`src/rtl/lcm_pkg.sv`:
```
// Shared types, field positions and beat builders for the LCM register-access controller.
package lcm_pkg;

    localparam int unsigned LCM_W  = 134;
    localparam int unsigned DATA_W = 64;
    localparam int unsigned ADDR_W = 8;
    localparam int unsigned CNT_W  = 16;

    // Beat field positions
    localparam int unsigned TYPE_HI     = 133;
    localparam int unsigned TYPE_LO     = 132;
    localparam int unsigned REG_HI      = 127;
    localparam int unsigned REG_LO      = 120;
    localparam int unsigned VAL_HI      = 119;
    localparam int unsigned VAL_LO      = 56;
    localparam int unsigned RD_FLAG_BIT = 48;

    localparam logic [1:0] BEAT_HEAD = 2'b01;
    localparam logic [1:0] BEAT_BODY = 2'b11;
    localparam logic [1:0] BEAT_TAIL = 2'b10;

    localparam logic [DATA_W-1:0] TIMEOUT_FILL = 64'hFFFF_FFFF_FFFF_FFFF;

    typedef enum logic [1:0] {
        ST_IDLE      = 2'd0,
        ST_BUS       = 2'd1,
        ST_RESP_HDR  = 2'd2,
        ST_RESP_DATA = 2'd3
    } state_e;

    typedef struct packed {
        logic              is_wr;
        logic [ADDR_W-1:0] addr;
        logic [DATA_W-1:0] wdata;
    } cmd_t;

    localparam int unsigned CMD_W = $bits(cmd_t);

    function automatic logic [LCM_W-1:0] make_hdr_beat(input logic [ADDR_W-1:0] lmid,
                                                       input logic [ADDR_W-1:0] addr);
        logic [LCM_W-1:0] beat;
        beat                     = '0;
        beat[TYPE_HI:TYPE_LO]    = BEAT_HEAD;
        beat[REG_HI:REG_LO]      = lmid;
        beat[VAL_HI -: ADDR_W]   = addr;
        beat[RD_FLAG_BIT]        = 1'b1;
        return beat;
    endfunction

    function automatic logic [LCM_W-1:0] make_data_beat(input logic [ADDR_W-1:0] addr,
                                                        input logic [DATA_W-1:0] data);
        logic [LCM_W-1:0] beat;
        beat                     = '0;
        beat[TYPE_HI:TYPE_LO]    = BEAT_TAIL;
        beat[REG_HI:REG_LO]      = addr;
        beat[VAL_HI:VAL_LO]      = data;
        return beat;
    endfunction

endpackage

```
`src/rtl/lcm_cmd_fifo.sv`:
```
// Single-clock command FIFO; extra pointer bit separates full from empty.
module lcm_cmd_fifo #(
    parameter int unsigned WIDTH = 73,
    parameter int unsigned DEPTH = 4
) (
    input  logic             clk,
    input  logic             rst,
    input  logic             push_i,
    input  logic             pop_i,
    input  logic [WIDTH-1:0] din_i,
    output logic [WIDTH-1:0] dout_o,
    output logic             full_o,
    output logic             empty_o
);

    localparam int unsigned AW = $clog2(DEPTH);
    localparam int unsigned PW = AW + 1;

    logic [WIDTH-1:0] mem_q [DEPTH];
    logic [PW-1:0]    wr_ptr_q;
    logic [PW-1:0]    rd_ptr_q;
    logic             do_push;
    logic             do_pop;

    assign do_push = push_i && !full_o;
    assign do_pop  = pop_i && !empty_o;

    assign empty_o = (wr_ptr_q == rd_ptr_q);
    assign full_o  = (wr_ptr_q[AW] != rd_ptr_q[AW]) &&
                     (wr_ptr_q[AW-1:0] == rd_ptr_q[AW-1:0]);
    assign dout_o  = mem_q[rd_ptr_q[AW-1:0]];

    always_ff @(posedge clk or posedge rst) begin
        if (rst) begin
            wr_ptr_q <= '0;
            rd_ptr_q <= '0;
        end else begin
            if (do_push) wr_ptr_q <= wr_ptr_q + PW'(1);
            if (do_pop)  rd_ptr_q <= rd_ptr_q + PW'(1);
        end
    end

    // Storage needs no reset: entries are only read once written.
    always_ff @(posedge clk) begin
        if (do_push) mem_q[wr_ptr_q[AW-1:0]] <= din_i;
    end

endmodule

```
`src/rtl/lcm_reg_ctrl.sv`:
```
// Queues LCM register commands, runs them one at a time on the register bus,
// and returns read results as a two-beat LCM response.
module lcm_reg_ctrl
    import lcm_pkg::*;
#(
    parameter logic [7:0]  LMID       = 8'd3,
    parameter int unsigned FIFO_DEPTH = 4,
    parameter logic [15:0] TIMEOUT    = 16'd255
) (
    input  logic              clk,
    input  logic              rst,
    input  logic [7:0]        wr_reg_n,
    input  logic [63:0]       wr_reg_n_value,
    input  logic [7:0]        rd_reg_n,
    output logic              bus_req,
    output logic              bus_wr,
    output logic [7:0]        bus_addr,
    output logic [63:0]       bus_wdata,
    input  logic              bus_ack,
    input  logic [63:0]       bus_rdata,
    output logic [133:0]      out_lcm_data,
    output logic              out_lcm_data_wr,
    output logic              out_lcm_data_valid,
    output logic              out_lcm_data_valid_wr,
    input  logic              out_lcm_data_ready,
    output logic              cmd_drop,
    output logic              busy
);

    state_e state_q, state_d;

    logic [CMD_W-1:0]  fifo_dout;
    logic              fifo_full;
    logic              fifo_empty;
    cmd_t              head_c;
    cmd_t              push_cmd_c;
    logic              push_c;
    logic              drop_c;
    logic              pop_c;
    logic              ack_c;
    logic              tmo_c;

    logic              bus_req_q,   bus_req_d;
    logic              bus_wr_q,    bus_wr_d;
    logic [ADDR_W-1:0] bus_addr_q,  bus_addr_d;
    logic [DATA_W-1:0] bus_wdata_q, bus_wdata_d;
    logic [CNT_W-1:0]  cnt_q,       cnt_d;
    logic [DATA_W-1:0] rdata_q,     rdata_d;
    logic              timeout_q,   timeout_d;
    logic [LCM_W-1:0]  out_data_q,  out_data_d;
    logic              out_wr_q,    out_wr_d;
    logic              out_valid_q, out_valid_d;
    logic              out_vwr_q,   out_vwr_d;
    logic              cmd_drop_q,  cmd_drop_d;

    // Command decode: a write wins over a simultaneous read; full drops regardless of pop.
    always_comb begin
        push_cmd_c = '0;
        push_c     = 1'b0;
        drop_c     = 1'b0;
        if (wr_reg_n != '0) begin
            push_cmd_c.is_wr = 1'b1;
            push_cmd_c.addr  = wr_reg_n;
            push_cmd_c.wdata = wr_reg_n_value;
            push_c           = 1'b1;
            drop_c           = (rd_reg_n != '0);
        end else if (rd_reg_n != '0) begin
            push_cmd_c.addr  = rd_reg_n;
            push_c           = 1'b1;
        end
        if (push_c && fifo_full) begin
            push_c = 1'b0;
            drop_c = 1'b1;
        end
    end

    lcm_cmd_fifo #(
        .WIDTH (CMD_W),
        .DEPTH (FIFO_DEPTH)
    ) u_cmd_fifo (
        .clk     (clk),
        .rst     (rst),
        .push_i  (push_c),
        .pop_i   (pop_c),
        .din_i   (push_cmd_c),
        .dout_o  (fifo_dout),
        .full_o  (fifo_full),
        .empty_o (fifo_empty)
    );

    assign head_c = cmd_t'(fifo_dout);
    assign pop_c  = (state_q == ST_IDLE) && !fifo_empty;
    assign ack_c  = (state_q == ST_BUS) && bus_ack;
    assign tmo_c  = (state_q == ST_BUS) && !bus_ack && (cnt_q == TIMEOUT - 16'd1);

    always_ff @(posedge clk or posedge rst) begin
        if (rst) state_q <= ST_IDLE;
        else     state_q <= state_d;
    end

    always_comb begin
        state_d = state_q;
        unique case (state_q)
            ST_IDLE:      if (pop_c) state_d = ST_BUS;
            ST_BUS:       if (ack_c || tmo_c) state_d = bus_wr_q ? ST_IDLE : ST_RESP_HDR;
            ST_RESP_HDR:  if (out_lcm_data_ready) state_d = ST_RESP_DATA;
            ST_RESP_DATA: if (out_lcm_data_ready) state_d = ST_IDLE;
            default:      state_d = ST_IDLE;
        endcase
    end

    always_comb begin
        bus_req_d   = bus_req_q;
        bus_wr_d    = bus_wr_q;
        bus_addr_d  = bus_addr_q;
        bus_wdata_d = bus_wdata_q;
        cnt_d       = cnt_q;
        rdata_d     = rdata_q;
        timeout_d   = timeout_q;
        out_data_d  = out_data_q;
        out_valid_d = out_valid_q;
        out_wr_d    = 1'b0;
        out_vwr_d   = 1'b0;
        cmd_drop_d  = drop_c;
        unique case (state_q)
            ST_IDLE: begin
                if (pop_c) begin
                    bus_req_d   = 1'b1;
                    bus_wr_d    = head_c.is_wr;
                    bus_addr_d  = head_c.addr;
                    bus_wdata_d = head_c.wdata;
                    cnt_d       = '0;
                    timeout_d   = 1'b0;
                end
            end
            ST_BUS: begin
                cnt_d = cnt_q + CNT_W'(1);
                if (ack_c) begin
                    rdata_d   = bus_rdata;
                    timeout_d = 1'b0;
                    bus_req_d = 1'b0;
                end else if (tmo_c) begin
                    rdata_d   = TIMEOUT_FILL;
                    timeout_d = 1'b1;
                    bus_req_d = 1'b0;
                end
            end
            ST_RESP_HDR: begin
                if (out_lcm_data_ready) begin
                    out_data_d = make_hdr_beat(LMID, bus_addr_q);
                    out_wr_d   = 1'b1;
                end
            end
            ST_RESP_DATA: begin
                if (out_lcm_data_ready) begin
                    out_data_d  = make_data_beat(bus_addr_q, rdata_q);
                    out_wr_d    = 1'b1;
                    out_vwr_d   = 1'b1;
                    out_valid_d = !timeout_q;
                end
            end
            default: ;
        endcase
    end

    always_ff @(posedge clk or posedge rst) begin
        if (rst) begin
            bus_req_q   <= 1'b0;
            bus_wr_q    <= 1'b0;
            bus_addr_q  <= '0;
            bus_wdata_q <= '0;
            cnt_q       <= '0;
            rdata_q     <= '0;
            timeout_q   <= 1'b0;
            out_data_q  <= '0;
            out_wr_q    <= 1'b0;
            out_valid_q <= 1'b0;
            out_vwr_q   <= 1'b0;
            cmd_drop_q  <= 1'b0;
        end else begin
            bus_req_q   <= bus_req_d;
            bus_wr_q    <= bus_wr_d;
            bus_addr_q  <= bus_addr_d;
            bus_wdata_q <= bus_wdata_d;
            cnt_q       <= cnt_d;
            rdata_q     <= rdata_d;
            timeout_q   <= timeout_d;
            out_data_q  <= out_data_d;
            out_wr_q    <= out_wr_d;
            out_valid_q <= out_valid_d;
            out_vwr_q   <= out_vwr_d;
            cmd_drop_q  <= cmd_drop_d;
        end
    end

    assign bus_req               = bus_req_q;
    assign bus_wr                = bus_wr_q;
    assign bus_addr              = bus_addr_q;
    assign bus_wdata             = bus_wdata_q;
    assign out_lcm_data          = out_data_q;
    assign out_lcm_data_wr       = out_wr_q;
    assign out_lcm_data_valid    = out_valid_q;
    assign out_lcm_data_valid_wr = out_vwr_q;
    assign cmd_drop              = cmd_drop_q;
    // Decoded directly from flops so it tracks the queue in the same cycle.
    assign busy                  = (state_q != ST_IDLE) || !fifo_empty;

endmodule
```
`config.mk`:
```
export PLATFORM = sky130hd
export DESIGN_NAME = lcm_reg_ctrl
export DESIGN_NICKNAME = d
export VERILOG_FILES = /design/src/rtl/lcm_pkg.sv /design/src/rtl/lcm_cmd_fifo.sv /design/src/rtl/lcm_reg_ctrl.sv
export SDC_FILE = /design/constraint.sdc
export NUM_CORES = 1
export LEC_CHECK = 0
export ABC_CLOCK_PERIOD_IN_PS = 8280
export CORE_UTILIZATION = 45
export CTS_BUF_LIST = sky130_fd_sc_hd__clkbuf_4 sky130_fd_sc_hd__clkbuf_8
export CTS_CLUSTER_DIAMETER = 200
export DETAILED_ROUTE_END_ITERATION = 7
export PLACE_DENSITY = 0.67
export RECOVER_POWER = 25
export SETUP_SLACK_MARGIN = 0.1
export SYNTH_ARGS = -nofsm -noshare
export SYNTH_HDL_FRONTEND = slang
export SYNTH_SLANG_ARGS = --single-unit
```
`constraint.sdc`:
```
create_clock -name clk -period 8.28 [get_ports clk]
set_input_delay 0.828 -clock clk [delete_from_list [all_inputs] [get_ports clk]]
set_output_delay 0.828 -clock clk [all_outputs]
set_load 0.005 [all_outputs]
```
==> reports/qor_table.md, run 1 <==
| Parameter | Reported | Unit |
|---|---|---|
| Crit share post-route | 61.07 | % |
| Fraction of power spent switching nets | 31.96 | % |
| IO Port Bufs | 301 | - |
| Dominant register cell in the synthesized netlist | edfxtp_1 | - |
| Remaining routing DRC violations | 0 | - |
| Most used standard cell by instance count after synthesis | nand2_1 | - |
| Root buffer selected by CTS | clkbuf_8 | - |
| Hold worst-path end | out_lcm_data[124] | - |
| Number of setup buffers added after CTS | 0 | - |
| Top post-synthesis cells by area | edfxtp_1, dfrtp_1, mux4_2 | - |
| Clock Latency Late Sink | 0.66 | ns |
| Worst-path fanout max | 107 | - |
| Number of gates resized after CTS | 0 | - |
| IR drop worst, VDD | 0.1955 | mV |
| Critical path endpoint category | async pin | - |
| Switching pwr | 3.252 | mW |
| Via count of the first global-routing pass | 13.13k | - |
| Non-Filler Cell Area, Final | 26160 | um^2 |
| Min-delay src | out_lcm_data[124] | - |
| Overall die width | 218.2 | um |
| Fill count | 3720 | - |
| Gpl congestion | 0.7835 | - |
| Top cell type's share of synthesized area | 41.70 | % |
| TNS Setup | 0 | ns |
| Post-synth top cells | nand2_1, edfxtp_1, dfrtp_1 | - |
| Longest individual stage delay on the worst path | 2.86 | ns |
| Relative contribution of sequential cells to total power | 45.1 | % |
| Number of nets in the finished design | 1936 | - |
| Max frequency | 0.1978 | GHz |
| Largest net degree at the start of global routing | 136 | - |
| Final wirelength | 47.46 | mm |
| Combined buffer and inverter count along the critical path | 2 | - |
| Setup slack at placement | 4.589 | ns |
| R2r worst-path depth | 3 | - |
| Clock tree from TritonCTS | built | - |
| Count of boundary I/O pins | 361 | - |
| Cell count of the worst hold path | 2 | - |
| Total area of multi-input combinational cells | 5600 | um^2 |
| Failing checks | capacitance limit, slew limit | - |
| Mean number of vias per cell | 5.168 | - |
| Max Slew Vio Count | 156 | - |
| Remaining antenna violation count after routing | 0 | - |
| Max Cap Viol | 2 | - |
| Crit path kind | in2async | - |
| Category of the worst setup path launch point | input pin | - |
| Slack of the worst reg-to-reg path | 4.73 | ns |
| Number of H-tree levels | 3 | - |
| Sequential element share of the synthesized area | 70.38 | % |
| Warnings, synthesis | 0 | - |
| Total GRT Usage | 20.18 | % |
| Transition at the pin with the smallest max-transition slack | 5.155 | ns |
| Combinational power share | 32.0 | % |
| Cell type with the largest total area after synthesis | edfxtp_1 | - |
| Overall die area | 47590 | um^2 |
| Synth Cell Area | 21030 | um^2 |
| LEAKAGE | 10.52 | nW |
| Sum of net half-perimeters after detailed placement | 29.16 | mm |
| Initial Util | 45.94 | % |
| Clock-pin transition on the worst setup and hold timing paths | 0.06 | ns |
| Final count of hold timing violations | 0 | - |
| Layout area overhead | 24.40 | % |
| Internal power of the cells | 6.925 | mW |
| Post-DP Area | 24370 | um^2 |
| WP data required | 7.55 | ns |
| Number of sinks on the clock net | 533 | - |
| Yosys reg bits | 533 | - |
| Max Buffers Root-to-Sink | 3 | - |
| Number of enable flip-flop cells after synthesis | 292 | - |
| Critical Path, Cell by Cell | dlygate4sd3_1, clkinvlp_2 | - |
| Asr flop ratio synth | 45.22 | % |
| Worst max-slew margin expressed relative to the limit | -245.6 | % |
| Hold WC Path Type | reg2reg | - |
| CP max stage cell | clkinvlp_2 | - |
| Mean instance size in the synthesized netlist | 14.35 | um^2 |
| Minimum clock period after layout | 5.056 | ns |
| Die Height | 218.2 | um |
| CTS Hold Buffers Added | 0 | - |
| Worst-case setup margin in the final layout | 3.224 | ns |
| Core Area | 45770 | um^2 |
| GRT overflow | 0 | - |
| Initial antenna violation count | 3 | - |
| Data arrival at the endpoint of the critical path | 4.32 | ns |
| Clock tree skew after final layout | 0.03340 | ns |
| Endpoint of the lowest-slack register-to-register path | out_lcm_data[113] | - |
| Final setup violation count | 0 | - |
| Total power per unit cell area | 389.1 | nW/um^2 |
| Total CTS buffers | 84 | - |
| Number of iterations in the first detailed-routing pass | 4 | - |
| Library cells used by synthesis | 49 | - |
| Crit path max-delay family | buffers and inverters | - |
| Post-synthesis instance total | 1465 | - |
| Setup repair after global routing missed its margin | false | - |
| Average routed wire per standard cell | 19.39 | um |
| Clk pwr share | 22.9 | % |
| Global-route wire length before repair | 73.11 | mm |
| Result of the run | complete, but fails checks | - |
| Starting DRC count in detailed routing | 1010 | - |
| Final cell utilization of the core | 57.15 | % |
| Number of vias in the routed layout | 12.65k | - |
| Share of post-route cells with drive strength above 1 | 13.92 | % |
| Total number of placement rows | 78 | - |
| Sequential cell area | 14810 | um^2 |
cell usage in the layout (no fill, tap or decap), types with 2 or more instances in the layout:
master and n:
edfxtp_1 292, a21oi_1 4, inv_1 11, nand4_1 6, nand2b_1 2, and4_1 3, nor3_1 2, dfrtp_4 2
inv_12 2, nor2_1 10, ha_1 7, xnor2_1 7, clkinv_2 6, nand2_1 365, nor2b_1 65, mux4_2 73
buf_4 14, or4_4 2, xor2_1 6, o22a_1 64, clkdlybuf4s50_1 286, a41oi_1 4, dfrtp_1 238, and2_4 3
or4_1 2, conb_1 59, and3_1 4, clkbuf_4 33, mux2i_1 9, nor4_1 2, o21ai_0 25, o31ai_1 5
a21o_1 8, and2_1 3, nand3_1 72, dlygate4sd3_1 15, a31oi_1 3, clkbuf_8 107
metrics by stage:
stage | hold WS, ns | total power [mW] | instances
2_1_floorplan | 0.4588 | 6.483 | 1523
3_3_place_gp | 0.4494 | 7.889 | 2295
3_5_place_dp | 0.4555 | 7.987 | 2295
4_1_cts | 0.4676 | 10.35 | 2446
5_1_grt | 0.4856 | 10.82 | 2446
6_report | 0.4624 | 10.18 | 2447
routing by layer:
| metal | GRT usage, % | wire (um) |
|---|---|---|
| met1 | 26.49 | 20400 |
| met2 | 33.15 | 22770 |
| met3 | 5.567 | 3429 |
| met4 | 5.245 | 837 |
| met5 | 0 | 13 |
how the worst max path moves through the flow:
stage,startpoint,depth (start not counted),end
after global placement,rd_reg_n[4],6,u_cmd_fifo.mem_q[0][21]
after detailed placement,rd_reg_n[4],6,u_cmd_fifo.mem_q[0][3]
after global routing,rst,2,u_cmd_fifo.rd_ptr_q[0]
after floorplan,rst,1,async pin
after CTS,u_cmd_fifo.rd_ptr_q[0],4,u_cmd_fifo.mem_q[3][8]
final,rst,2,u_cmd_fifo.rd_ptr_q[0]
final cells by class:
cell class / instances / area share (%)
clock buffers: 140 / 6.577
diodes: 1 / 0.009567
repair buffers: 317 / 12.01
inverters: 12 / 0.1770
flip-flops and latches: 533 / 56.61
well taps: 600 / 2.870
clock inverters: 11 / 0.3301
multi-input cells: 833 / 21.41
flip-flops by register name (all words and copies together), names as in the netlist, 3 cells and up, named ones only:
name and flops:
bus_addr 8, u_cmd_fifo.mem_q 292, cnt_q 16, bus_wdata 64
u_cmd_fifo.wr_ptr_q 3, u_cmd_fifo.rd_ptr_q 3, out_lcm_data 74, rdata_q 64
worst reg2reg max path: stages, from the launching register on:
cell,delay (ns)
dfrtp_1,0.49
nand2_1,0.92
clkbuf_1,1.62
o21ai_0,0.30
power groups by stage:
stage	sequential, mW	combinational [mW]	clock (mW)
2_1_floorplan	4.49	1.99	0
3_3_place_gp	4.59	3.29	0
3_5_place_dp	4.66	3.33	0
4_1_cts	4.61	3.35	2.40
5_1_grt	4.72	3.60	2.50
6_report	4.59	3.26	2.33
cell families after synthesis:
kind of cell    share of synthesized area (%)
buf+inv                                 4.171
other cells                           0.01783
compound gates                          4.421
flops                                   70.38
simple gates                            11.68
fa+ha+maj                              0.4165
xor+xnor                               0.5415
mux                                     8.373
Power figures use the tool's default switching activity.
==> inputs of run 2 (changes only) <==
- ABC_CLOCK_PERIOD_IN_PS: 8280 -> 4700
- clock period: 8.28 -> 4.7 ns (I/O delays scaled with it)
==> reports/qor_table.md, run 2 (synthesized netlist as in run 1, its figures left out) <==
| Parameter | Reported | Unit | vs previous |
|---|---|---|---|
| Mean number of vias per cell | 5.186 | - | +0.35% |
| Max frequency | 0.3140 | GHz |  |
| Total CTS buffers | 87 | - | +3.6% |
| Worst-path fanout max | 37 | - | -65% |
| Global-route met2 utilization | 31.62 | % | -1.5 points |
| Final setup violation count | 0 | - | unchanged |
| Clock Latency Late Sink | 0.64 | ns | -0.02 ns |
| Initial antenna violation count | 2 | - | -1 |
| Die Height | 218.2 | um | unchanged |
| Max Slew Vio Count | 400 | - | +160% |
| Final count of hold timing violations | 0 | - | unchanged |
| IR drop worst, VDD | 0.4589 | mV | +130% |
| Clock tree skew after final layout | 0.02807 | ns | -0.005337 ns |
| Clock-pin transition on the worst setup and hold timing paths | 0.06 | ns | about the same |
| Minimum clock period after layout | 3.185 | ns |  |
| CTS Hold Buffers Added | 0 | - | unchanged |
| Count of boundary I/O pins | 361 | - | unchanged |
| IO Port Bufs | 301 | - | unchanged |
| Largest register FFs | 292 | - | unchanged |
| Fill count | 3728 | - | +0.22% |
| Global routing met3 resource utilization | 5.164 | % | -0.40 points |
| Met1 capacity usage during global routing | 27.06 | % | +0.57 points |
| Starting DRC count in detailed routing | 944 | - | -6.5% |
| Worst max-slew margin expressed relative to the limit | -95.21 | % | +150 points |
| Non-Filler Cell Area, Final | 26180 | um^2 | +0.11% |
| Layout area overhead | 24.53 | % |  |
| Number of iterations in the first detailed-routing pass | 5 | - | +1 |
| Category of the worst setup path launch point | flip-flop | - |  |
| Number of H-tree levels | 3 | - | unchanged |
| Number of nets in the finished design | 1945 | - | +0.46% |
| Most common library cell in the layout ignoring fill and taps | nand2_1 | - |  |
| Average routed wire per standard cell | 19.19 | um | -1.1% |
| Total number of placement rows | 78 | - | unchanged |
| Overall die width | 218.2 | um | unchanged |
| Number of sinks on the clock net | 533 | - | unchanged |
| Total power per unit cell area | 684.9 | nW/um^2 | +76% |
| Largest net degree at the start of global routing | 119 | - | -13% |
| Sum of net half-perimeters after detailed placement | 29.41 | mm | +0.85% |
| Share of post-route cells with drive strength above 1 | 13.96 | % | +0.041 points |
| LEAKAGE | 10.51 | nW | about the same |
| Post-route worst hold slack | 0.4381 | ns | -0.02427 ns |
| Max Buffers Root-to-Sink | 3 | - | unchanged |
| Number of vias in the routed layout | 12.77k | - | +1.0% |
| Clock tree from TritonCTS | built | - |  |
| Number of setup buffers added after CTS | 0 | - | unchanged |
| Final wirelength | 47.26 | mm | -0.42% |
| Failing checks | capacitance limit, slew limit | - |  |
| Post-DP Area | 24440 | um^2 | +0.27% |
| Max Cap Viol | 6 | - | +4 |
| Most used routing layer | met2 | - |  |
| Remaining antenna violation count after routing | 0 | - | unchanged |
| Setup repair after global routing missed its margin | false | - |  |
| Global-route wire length before repair | 73.25 | mm | +0.19% |
| WP data required | 4.23 | ns | -3.32 ns |
| Remaining routing DRC violations | 0 | - | unchanged |
| Core Area | 45770 | um^2 | unchanged |
| Result of the run | complete, but fails checks | - |  |
| Transition at the pin with the smallest max-transition slack | 2.928 | ns | -2.227 ns |
| Crit path kind | reg2out | - |  |
| Data arrival at the endpoint of the critical path | 2.72 | ns | -1.60 ns |
| Worst-case setup margin in the final layout | 1.515 | ns | -1.709 ns |
| Hold WC Path Type | in2reg | - |  |
| Setup slack at placement | 1.438 | ns | -3.151 ns |
| Critical path endpoint category | output port | - |  |
| TNS Setup | 0 | ns | unchanged |
| Number of gates resized after CTS | 0 | - | unchanged |
| GRT overflow | 0 | - | unchanged |
| Gpl congestion | 0.8037 | - | +2.6% |
| Initial Util | 45.94 | % | unchanged |
| Root buffer selected by CTS | clkbuf_8 | - |  |
| Most frequent cells in the layout | nand2_1, clkdlybuf4s50_1, edfxtp_1, dfrtp_1, clkbuf_8 | - |  |
| Final cell utilization of the core | 57.21 | % | +0.060 points |
| Overall die area | 47590 | um^2 | unchanged |
| Total GRT Usage | 20.07 | % | -0.11 points |
| Via count of the first global-routing pass | 13.21k | - | +0.62% |
| Crit share post-route | 67.77 | % |  |
run 2: metal layers:
layer / wire length [um] / part of all wire, %
met1: 20560 / 44
met2: 22170 / 47
met3: 3557 / 7.5
met4: 957 / 2.0
met5: 11 / 0.023
run 2: final timing paths:
| check | start | endpoint | slack (ns) | cells after the start |
|---|---|---|---|---|
| worst min register to register | out_lcm_data[79] | out_lcm_data[79] | 0.46 | 2 |
| worst max-delay path | u_cmd_fifo.rd_ptr_q[0] | busy | 1.51 | 4 |
| worst min-delay path | bus_rdata[33] | rdata_q[33] | 0.44 | 2 |
| worst max register to register | u_cmd_fifo.wr_ptr_q[0] | u_cmd_fifo.mem_q[1][35] | 1.69 | 5 |
| min in group asynchronous | rst | bus_wdata[62] | 1.05 | 3 |
| max in group asynchronous | rst | out_lcm_data[72] | 1.53 | 3 |
run 2: report_power, final:
| part | internal [mW] | leakage [nW] | switching, mW |
|---|---|---|---|
| logic | 2.78 | 3.91 | 3.15 |
| registers | 7.14 | 5.64 | 0.803 |
| clock network | 2.25 | 0.963 | 1.81 |
run 2: critical path: stages, from the launching register on:
cell and delay [ns]:
dfrtp_4 0.41, buf_4 0.58, xnor2_1 0.22, nand4_1 0.27, clkdlybuf4s50_1 0.58
run 2: through the flow:
step / power, mW / std cells
after floorplan: 11.42 / 1523
after global routing: 19.05 / 2462
after detailed placement: 14.09 / 2301
after CTS: 18.21 / 2462
final: 17.93 / 2463
after global placement: 13.91 / 2301
run 2: final cells by class:
type | count | area, um^2 | share of cell area, %
sequential | 533 | 14810 | 56.55
multi-input combinational | 833 | 5610 | 21.43
timing repair buffer | 323 | 3176 | 12.13
clock buffer | 131 | 1609 | 6.145
tap | 600 | 750.7 | 2.867
clock inverter | 30 | 182.7 | 0.6977
inverter | 12 | 46.29 | 0.1768
antenna | 1 | 2.502 | 0.009557
==> inputs of run 3 (changes only) <==
- ABC_CLOCK_PERIOD_IN_PS: 4700 -> 2600
- PLACE_DENSITY: 0.67 -> 0.69
- clock period: 4.7 -> 2.6 ns (I/O delays scaled with it)
==> reports/qor_table.md, run 3 (synthesized netlist as in run 1, its figures left out) <==
| Parameter | Reported | Unit | vs previous |
|---|---|---|---|
| Result of the run | finished clean | - |  |
| Worst max-slew margin expressed relative to the limit | 26.10 | % | +120 points |
| Gpl congestion | 0.8078 | - | +0.51% |
| Total GRT Usage | 20.39 | % | +0.32 points |
| Min-delay src | bus_rdata[21] | - |  |
| Max Slew Vio Count | 0 | - | -100% |
| Core Area | 45770 | um^2 | unchanged |
| Starting DRC count in detailed routing | 1008 | - | +6.8% |
| CP max stage cell | clkbuf_2 | - |  |
| IR drop worst, VDD | 0.7882 | mV | +72% |
| Startpoint of the most critical register-to-register path | u_cmd_fifo.rd_ptr_q[0] | - |  |
| Final cell utilization of the core | 58.32 | % | +1.1 points |
| Setup slack at placement | -0.09316 | ns | -1.531 ns |
| Setup crit start | wr_reg_n[2] | - |  |
| Share of post-route cells with drive strength above 1 | 15.63 | % | +1.7 points |
| Number of vias in the routed layout | 12.96k | - | +1.5% |
| Max Buffers Root-to-Sink | 3 | - | unchanged |
| Initial Util | 45.94 | % | unchanged |
| Worst-path fanout max | 37 | - | unchanged |
| Most frequent cells in the layout | nand2_1, clkdlybuf4s50_1, edfxtp_1, dfrtp_1, clkbuf_8 | - |  |
| Number of nets in the finished design | 1973 | - | +1.4% |
| Slack of the worst reg-to-reg path | 0.31 | ns | -1.38 ns |
| Count of boundary I/O pins | 361 | - | unchanged |
| Number of sinks on the clock net | 533 | - | unchanged |
| Number of H-tree levels | 3 | - | unchanged |
| TNS Setup | 0 | ns | unchanged |
| Number of iterations in the first detailed-routing pass | 5 | - | unchanged |
| Largest net degree at the start of global routing | 80 | - | -33% |
| Root buffer selected by CTS | clkbuf_8 | - |  |
| Crit share post-route | 92.52 | % |  |
| Antenna Diode Count | 0 | - | -1 |
| Combined buffer and inverter count along the critical path | 3 | - | +1 |
| Critical Path, Cell by Cell | dlygate4sd3_1, or4_1, clkbuf_1, nor2_4, clkbuf_2, a21o_1 | - |  |
| Hold WC Path Type | in2reg | - |  |
| IO Port Bufs | 301 | - | unchanged |
| Worst-case setup margin in the final layout | 0.1945 | ns | -1.320 ns |
| Average routed wire per standard cell | 19.31 | um | +0.64% |
| Final count of hold timing violations | 0 | - | unchanged |
| Total Power | 33.24 | mW | +85% |
| Crit path kind | in2reg | - |  |
| Initial antenna violation count | 0 | - | -2 |
| Clock tree from TritonCTS | built | - |  |
| Via count of the first global-routing pass | 13.20k | - | -0.091% |
| Layout area overhead | 26.96 | % |  |
| Max Cap Viol | 0 | - | -6 |
| Longest individual stage delay on the worst path | 0.75 | ns | +0.17 ns |
| Remaining routing DRC violations | 0 | - | unchanged |
| Largest register FFs | 292 | - | unchanged |
| Most common library cell in the layout ignoring fill and taps | nand2_1 | - |  |
| WP data required | 3.06 | ns | -1.17 ns |
| Crit path max-delay family | buffers and inverters | - |  |
| Overall die area | 47590 | um^2 | unchanged |
| Total power per unit cell area | 1245 | nW/um^2 | +82% |
| Post-route worst hold slack | 0.2349 | ns | -0.2032 ns |
| Die Height | 218.2 | um | unchanged |
| Setup repair after global routing missed its margin | false | - |  |
| Mean number of vias per cell | 5.211 | - | +0.47% |
| Category of the worst setup path launch point | input pin | - |  |
| Total number of placement rows | 78 | - | unchanged |
| LEAKAGE | 10.76 | nW | +2.3% |
| Critical path endpoint category | flip-flop | - |  |
| Clock-pin transition on the worst setup and hold timing paths | 0.06 | ns | about the same |
| Final setup violation count | 0 | - | unchanged |
| Clock Latency Late Sink | 0.65 | ns | about the same |
| Remaining antenna violation count after routing | 0 | - | unchanged |
| GRT overflow | 0 | - | unchanged |
| Data arrival at the endpoint of the critical path | 2.86 | ns | +0.14 ns |
| Minimum clock period after layout | 2.406 | ns |  |
| Global-route wire length before repair | 74.16 | mm | +1.2% |
| Fill count | 3580 | - | -4.0% |
| Overall die width | 218.2 | um | unchanged |
| Clock tree skew after final layout | 0.03436 | ns | +0.006298 ns |
| Final wirelength | 48.04 | mm | +1.7% |
| Transition at the pin with the smallest max-transition slack | 1.109 | ns | -1.820 ns |
| Sum of net half-perimeters after detailed placement | 29.77 | mm | +1.2% |
| Max frequency | 0.4157 | GHz |  |
| Total CTS buffers | 86 | - | -1.1% |
[run 3: final timing paths]
| check | endpoint | depth (start not counted) |
|---|---|---|
| hold reg to reg | out_lcm_data[88] | 2 |
| setup reg to reg | u_cmd_fifo.rd_ptr_q[2] | 6 |
| setup / recovery | u_cmd_fifo.mem_q[1][71] | 6 |
| min in group asynchronous | rdata_q[1] | 3 |
| max in group asynchronous | out_lcm_data[113] | 4 |
| hold / removal | rdata_q[21] | 2 |
[run 3: timing repair]
action,4_1_cts,5_1_grt
pin swaps,1,1
gates resized for setup,2,2
hold buffers,1,0
setup endpoints to repair,62,1
gates cloned,1,0
buffers inserted,3,0
endpoints found under the hold margin,11,0
[run 3: per-stage QoR]
| stage | cell area, um^2 | std cells |
|---|---|---|
| detailed placement | 24860 | 2325 |
| floorplan | 21280 | 1523 |
| finish | 26690 | 2488 |
| CTS | 26730 | 2488 |
| global placement | 24860 | 2325 |
| global route | 26690 | 2488 |
[run 3: layout make-up]
cell class / instances / area (um^2) / area share, %
clock buffer: 133 / 1618 / 6.060
inverter: 12 / 46.29 / 0.1734
sequential: 533 / 14810 / 55.47
multi-input combinational: 833 / 5630 / 21.09
timing repair buffer: 352 / 3671 / 13.75
tap: 600 / 750.7 / 2.812
clock inverter: 25 / 170.2 / 0.6374
[run 3: metal layers]
layer / vias up / global-route usage [%] / wire, um
li1: 5868 / - / -
met5: - / 0 / 0
met2: 519 / 31.59 / 22400
met3: 60 / 5.205 / 3829
met1: 6517 / 28.29 / 21020
met4: 0 / 6.434 / 796
[run 3: where the power goes]
part | leakage (nW) | internal (mW) | switching, mW
clock | 0.962 | 4.09 | 3.27
sequential | 5.64 | 12.9 | 1.43
combinational | 4.16 | 5.67 | 5.90
total | 10.8 | 22.6 | 10.6
